### config.mk
export PLATFORM = sky130hd
export DESIGN_NAME = ibex_rvfi_trace_buf
export DESIGN_NICKNAME = d
export VERILOG_FILES = /design/src/rtl/ibex_rvfi_trace_buf.sv
export SDC_FILE = /design/constraint.sdc
export NUM_CORES = 1
export LEC_CHECK = 0
export BUFFER_PORTS_ARGS = -buffer_cell sky130_fd_sc_hd__buf_2
export CORE_MARGIN = 5
export CORE_UTILIZATION = 45
export DETAILED_ROUTE_END_ITERATION = 10
export GPL_TIMING_DRIVEN = 0
export PLACE_DENSITY_LB_ADDON = 0.2
export SLEW_MARGIN = 20
export SYNTH_ARGS = -nofsm -noshare
export SYNTH_HDL_FRONTEND = slang
export SYNTH_SLANG_ARGS = --single-unit
### constraint.sdc
create_clock -name clk_i -period 15.4 [get_ports clk_i]
set_input_delay 2.31 -clock clk_i [delete_from_list [all_inputs] [get_ports clk_i]]
set_output_delay 2.31 -clock clk_i [all_outputs]
set_load 0.005 [all_outputs]
### src/rtl/ibex_rvfi_trace_buf.sv
// Purpose : capture RVFI retire records from up to NRet channels into a trace FIFO.
// Latency : a record captured in cycle N is at the head in cycle N+1. No input-to-output combinational path.
// Backpr. : valid/ready drain. Records that do not fit are dropped and counted by a saturating counter.
//
// Ports
//   clk_i, rst_i            clock, asynchronous active-high reset
//   pc_lo_i, pc_hi_i        inclusive PC window (only when IBEX_TRACE_BUF_PC_FILTER_EN is defined)
//   enable_i                capture enable (IDLE <-> CAPTURE)
//   flush_i                 empty the FIFO and clear the drop counter
//   freeze_on_trap_i        a captured trap record moves the FSM to FROZEN
//   rvfi_*_i                per-channel retire fields, channel 0 in the LSBs
//   trace_valid_o/ready_i   head handshake
//   trace_rec_o             {pc, insn, rd_addr, rd_wdata, trap, intr}, 103 bits
//   trace_chan_o            source channel of the head record
//   level_o, drop_cnt_o     occupancy and dropped-record count
//   state_o                 FSM state: IDLE=0, CAPTURE=1, FROZEN=2
// Optional feature macro: IBEX_TRACE_BUF_PC_FILTER_EN (PC window filter).
module ibex_rvfi_trace_buf #(
    parameter int NRet         = 1,
    parameter int Depth        = 16,
    parameter int DropCntWidth = 16
) (
    input  logic                        clk_i,
    input  logic                        rst_i,
`ifdef IBEX_TRACE_BUF_PC_FILTER_EN
    input  logic [31:0]                 pc_lo_i,
    input  logic [31:0]                 pc_hi_i,
`endif
    input  logic                        enable_i,
    input  logic                        flush_i,
    input  logic                        freeze_on_trap_i,
    input  logic [NRet-1:0]             rvfi_valid_i,
    input  logic [NRet*32-1:0]          rvfi_pc_rdata_i,
    input  logic [NRet*32-1:0]          rvfi_insn_i,
    input  logic [NRet*5-1:0]           rvfi_rd_addr_i,
    input  logic [NRet*32-1:0]          rvfi_rd_wdata_i,
    input  logic [NRet-1:0]             rvfi_trap_i,
    input  logic [NRet-1:0]             rvfi_intr_i,
    output logic                        trace_valid_o,
    input  logic                        trace_ready_i,
    output logic [102:0]                trace_rec_o,
    output logic [1:0]                  trace_chan_o,
    output logic [$clog2(Depth):0]      level_o,
    output logic [DropCntWidth-1:0]     drop_cnt_o,
    output logic [1:0]                  state_o
);

    localparam int AW = $clog2(Depth);
    localparam int PW = AW + 1;

    localparam logic [1:0] S_IDLE    = 2'd0;
    localparam logic [1:0] S_CAPTURE = 2'd1;
    localparam logic [1:0] S_FROZEN  = 2'd2;

    logic [1:0]              r_state;
    logic [1:0]              w_state_nxt;
    logic [PW-1:0]           r_wptr;
    logic [PW-1:0]           r_rptr;
    logic [PW-1:0]           w_level;
    logic [102:0]            r_mem  [Depth];
    logic [1:0]              r_chan [Depth];
    logic [DropCntWidth-1:0] r_drop;
    logic [DropCntWidth-1:0] w_drop_nxt;
    logic [DropCntWidth+2:0] w_drop_sum;

    logic                    w_pop;
    logic                    w_cap;
    logic [PW:0]             w_space;
    logic [PW:0]             w_nwr;
    logic [2:0]              w_ndrop;
    logic                    w_freeze;
    logic [NRet-1:0]         w_we;
    logic [AW-1:0]           w_widx [NRet];
    logic [102:0]            w_rec  [NRet];
    logic [NRet-1:0]         w_pc_ok;

    // Pointers carry one extra wrap bit, so the difference is the exact occupancy.
    assign w_level       = r_wptr - r_rptr;
    assign trace_valid_o = (r_wptr != r_rptr);
    assign w_pop         = trace_valid_o & trace_ready_i;
    assign w_cap         = (r_state == S_CAPTURE) && !flush_i;
    // A slot freed by this cycle's pop is usable by this cycle's push.
    assign w_space       = (PW+1)'(Depth) - {1'b0, w_level} + {{PW{1'b0}}, w_pop};

    for (genvar g = 0; g < NRet; g++) begin : g_chan
        assign w_rec[g] = {rvfi_pc_rdata_i[32*g +: 32], rvfi_insn_i[32*g +: 32],
                           rvfi_rd_addr_i[5*g +: 5], rvfi_rd_wdata_i[32*g +: 32],
                           rvfi_trap_i[g], rvfi_intr_i[g]};
`ifdef IBEX_TRACE_BUF_PC_FILTER_EN
        assign w_pc_ok[g] = (rvfi_pc_rdata_i[32*g +: 32] >= pc_lo_i) &&
                            (rvfi_pc_rdata_i[32*g +: 32] <= pc_hi_i);
`else
        assign w_pc_ok[g] = 1'b1;
`endif
    end

    // Channels are allotted consecutive slots in ascending order. Once a trap
    // freezes capture, the remaining higher channels are neither written nor dropped.
    always_comb begin
        w_nwr    = '0;
        w_ndrop  = '0;
        w_freeze = 1'b0;
        for (int c = 0; c < NRet; c++) begin
            w_we[c]   = 1'b0;
            w_widx[c] = r_wptr[AW-1:0] + w_nwr[AW-1:0];
            if (w_cap && !w_freeze && rvfi_valid_i[c] && w_pc_ok[c]) begin
                if (w_nwr < w_space) begin
                    w_we[c] = 1'b1;
                    w_nwr   = w_nwr + {{PW{1'b0}}, 1'b1};
                    if (rvfi_trap_i[c] && freeze_on_trap_i) begin
                        w_freeze = 1'b1;
                    end
                end else begin
                    w_ndrop = w_ndrop + 3'd1;
                end
            end
        end
    end

    assign w_drop_sum = {3'b000, r_drop} + {{DropCntWidth{1'b0}}, w_ndrop};
    assign w_drop_nxt = (|w_drop_sum[DropCntWidth+2:DropCntWidth]) ? {DropCntWidth{1'b1}}
                                                                    : w_drop_sum[DropCntWidth-1:0];

    always_comb begin
        w_state_nxt = r_state;
        case (r_state)
            S_IDLE:    if (enable_i) w_state_nxt = S_CAPTURE;
            S_CAPTURE: begin
                if (!enable_i)     w_state_nxt = S_IDLE;
                else if (w_freeze) w_state_nxt = S_FROZEN;
            end
            S_FROZEN:  if (!enable_i) w_state_nxt = S_IDLE;
            default:   w_state_nxt = S_IDLE;
        endcase
        if (flush_i) begin
            w_state_nxt = r_state;
        end
    end

    always_ff @(posedge clk_i or posedge rst_i) begin
        if (rst_i) begin
            r_state <= S_IDLE;
            r_wptr  <= '0;
            r_rptr  <= '0;
            r_drop  <= '0;
        end else begin
            r_state <= w_state_nxt;
            if (flush_i) begin
                r_wptr <= '0;
                r_rptr <= '0;
                r_drop <= '0;
            end else begin
                r_wptr <= r_wptr + w_nwr[PW-1:0];
                r_rptr <= r_rptr + {{AW{1'b0}}, w_pop};
                r_drop <= w_drop_nxt;
            end
        end
    end

    // Storage is not reset; its contents only matter behind a valid pointer.
    always_ff @(posedge clk_i) begin
        for (int c = 0; c < NRet; c++) begin
            if (w_we[c]) begin
                r_mem[w_widx[c]]  <= w_rec[c];
                r_chan[w_widx[c]] <= 2'(c);
            end
        end
    end

    assign trace_rec_o  = r_mem[r_rptr[AW-1:0]];
    assign trace_chan_o = r_chan[r_rptr[AW-1:0]];
    assign level_o      = w_level;
    assign drop_cnt_o   = r_drop;
    assign state_o      = r_state;

endmodule

==> run_results.csv <==
group,metric,value,unit
run_status,status,"finished, final reports clean",
grt,grt_first_pass_wirelength,229000,um
logic_synthesis,synthTopCellsByArea,"edfxtp_1, mux4_2, dfrtp_1",
logic_synthesis,synth-main-ff-cell,"edfxtp_1",
worst_setup_path,slowest_stage,"clkbuf_1",
logic_synthesis,synth_edf_count,1648,
sta,setup_tns,0,ns
route,wl_per_cell,30.7,um
worst_setup_path,crit_end,"drop_cnt_o[9]",
min_path,min_path_type,"reg -> reg",
grt,grt_pass1_vias,31672,
placement,dp_hpwl,111000,um
worst_setup_path,critical_path_depth,20,
sta,period_minus_slack,7.06,ns
clocking,postCtsHoldBufs,0,
job,cap_violations,0,
grt,overflow,0,
finish,nFillCells,10508,
sta,slew_headroom,28.2,%
worst_setup_path,critPathArrivalTime,7.76,ns
power,power_density,130,nW/um^2
worst_setup_path,crit_start,"r_rptr[1]",
logic_synthesis,synth_largest_type_area_fraction,78.1,%
route,dr_wl_met3,13900,um
floorplan,core,140000,sq um
worst_setup_path,path_cells,"clkbuf_1 -> clkbuf_2 -> clkbuf_2 -> inv_1 -> ha_1 -> nand4_1 -> or2_2 -> nand2_1 -> ha_1 -> inv_1 -> ha_1 -> or4_1 -> a221oi_4 -> and2_1 -> ha_1 -> nand2_1 -> nor4_1 -> nand2_1 -> clkbuf_1 -> a21oi_1",
floorplan,die_x,385,um
grt,grt_util_all_layers,21.9,%
logic_synthesis,ys_ff_latch,1676,
floorplan,pin_count,239,
clocking,cts_tree,"done",
route,dr.pass1.iters,7,
sta,rsz0062_at_grt,"no",
clocking,post_cts_resized,0,
route,drt_iter0_markers,3206,
sta,final_max_slew_viol_count,0,
sta,max_slew.worst_pin.slew,1.08,ns
floorplan,die_height,385,um
sta,max_freq,142,MHz
clocking,post_cts_buffers,0,
finish,drive_gt1_share,41.9,%
floorplan,row_count,137,
route,via_per_inst,5.77,
power,finalPower,9.72,mW
logic_synthesis,synth_cells,2480,
logic_synthesis,syn_area,63400,sq um
placement,place_congestion,0.763,
worst_setup_path,rrSetupSlack,8.34,ns
clocking,cts.sinks,1676,
grt,antenna_found_initial,35,
worst_setup_path,worst-setup-path-type,"reg -> reg",
clocking,clk_pin_slew_worst_paths,0.06,ns
worst_setup_path,start_kind,"flip-flop",
route,met2_length,79700,um
finish,fin_nets,3352,
finish,syn2layout_area_growth,18.3,%
logic_synthesis,yosysWarnings,0,
worst_setup_path,slowest_delay,0.80,ns
sta,finalHoldViolations,0,
logic_synthesis,synth.most_common_cell,"edfxtp_1",
logic_synthesis,syn_avg_cell_area,25.6,sq um
route,drtAntennaViolNets,0,
worst_setup_path,cp-end-kind,"flip-flop",
logic_synthesis,synth_commonest_cells,"edfxtp_1, mux4_2, clkbuf_1, buf_2, dfrtp_1",
finish,regArea,50200,sq um
finish,multiInputGateArea,12700,sq um
worst_setup_path,path_buf_inv,6,
sta,finalSetupViolCount,0,
logic_synthesis,async_reset_ff_share,1.67,%
logic_synthesis,ys_types,43,
clocking,cts.path.max_buffers,3,
floorplan,start_util,45.4,%
placement,place.port_buffers,236,
route,vias,30357,
power,p_leak,24.3,nW
clocking,root_buffer,"clkbuf_16",
clocking,htreeDepth,4,
sta,period_share,45.9,%
power,ir_worst_vdd,105,uV
clocking,insertion_delay,0.78,ns
worst_setup_path,r2r_cells,20,
clocking,numCtsBuffers,171,
worst_setup_path,r2r-start,"r_rptr[1]",
floorplan,die-area,148000,sq um
route,highest_layer,"met5",
sta,skew,0.0247,ns
worst_setup_path,path_max_fanout,10,
logic_synthesis,yosysSeqAreaShare,79.2,%
logic_synthesis,netlist.top_cell.by_area,"edfxtp_1",
worst_setup_path,worstPathRequired,16.10,ns
route,post-route-drc-count,0,
worst_setup_path,cpMostUsedCell,"ha_1",
route,wl,161000,um
grt,grt_start_max_net_pins,29,
worst_setup_path,worstReg2RegEnd,"drop_cnt_o[9]",
route,wl_met1,64700,um
worst_setup_path,cp_top_family,"buffers and inverters",
cell type report:
cell class                 instances  share of cell area, %
antenna                           18                 0.0601
buffer                           124                  0.744
clock buffer                     210                   6.02
clock inverter                    97                   1.16
inverter                          15                 0.0751
multi-input combinational        666                   16.9
sequential                      1676                   66.9
tap                             1876                   3.13
timing repair buffer             575                   4.96
layer usage:
layer	vias to the layer above	global-route usage, %
met2	1247	35.9
met3	240	5.92
met4	14	4.73
li1	12377	-
met1	16479	29.9
met5	-	0
worst min-delay path, stage by stage (launching register included):
cell	delay (ns)
dfrtp_1	0.36
o21ai_0	0.09
o31ai_1	0.07
placed cells by master, fill, tap and decap left out, types with 9 or more instances in the layout:
cell,count
inv_1,13
clkinv_2,29
diode_2,18
xnor2_1,9
bufinv_16,14
clkbuf_16,175
mux4_2,515
dfrtp_1,28
nand2_1,11
xor2_1,10
nand3_1,14
buf_4,224
clkbuf_2,17
nor2_1,17
a21oi_1,17
clkinv_1,39
clkbuf_1,94
nor3_2,12
buf_2,353
ha_1,12
buf_6,46
edfxtp_1,1648
metrics by stage:
| stage | cell area, sq um | cells | hold slack [ns] | util, % | setup WS [ns] |
|---|---|---|---|---|---|
| final | 75000 | 5257 | 0.549 | 53.7 | 8.34 |
| after global routing | 74900 | 5240 | 0.578 | 53.6 | 7.94 |
| after CTS | 74900 | 5239 | 0.551 | 53.6 | 8.34 |
| after detailed placement | 69500 | 4932 | 0.537 | 49.8 | 8.40 |
| after global placement | 66900 | 4593 | 0.509 | 47.9 | -15.18 |
| after floorplan | 63400 | 2481 | 0.521 | - | 1.56 |
how the worst min path moves through the flow:
stage | startpoint | to | slack, ns | cells after the start
2_1_floorplan | state_o[1] | state_o[1] | 0.52 | 2
3_3_place_gp | state_o[1] | state_o[1] | 0.51 | 2
3_5_place_dp | state_o[1] | state_o[1] | 0.54 | 2
4_1_cts | state_o[1] | state_o[1] | 0.55 | 2
5_1_grt | drop_cnt_o[11] | drop_cnt_o[11] | 0.58 | 1
6_report | state_o[1] | state_o[1] | 0.55 | 2
power by group:
part	switching, mW	internal (mW)
registers	0.00656	5.03
clock network	1.68	2.31
logic	0.365	0.329
state kept, by name, summed over array words and instances (netlist names):
name	count
drop_cnt_o	16
r_mem	1648
r_rptr	5
r_wptr	5
state_o	2
logic make-up (layout without fill, tap and decap cells):
| family | Yosys count | in the layout | share of synthesized area [%] |
|---|---|---|---|
| compound gates | 32 | 32 | 0.346 |
| buf+inv | 139 | 1021 | 0.924 |
| mux | 516 | 516 | 18.3 |
| flops | 1676 | 1676 | 79.2 |
| fa+ha+maj | 13 | 13 | 0.269 |
| other cells | 1 | 20 | 0.00592 |
| simple gates | 84 | 84 | 0.671 |
| xor+xnor | 19 | 19 | 0.263 |
(Power assumes the default switching activity.)
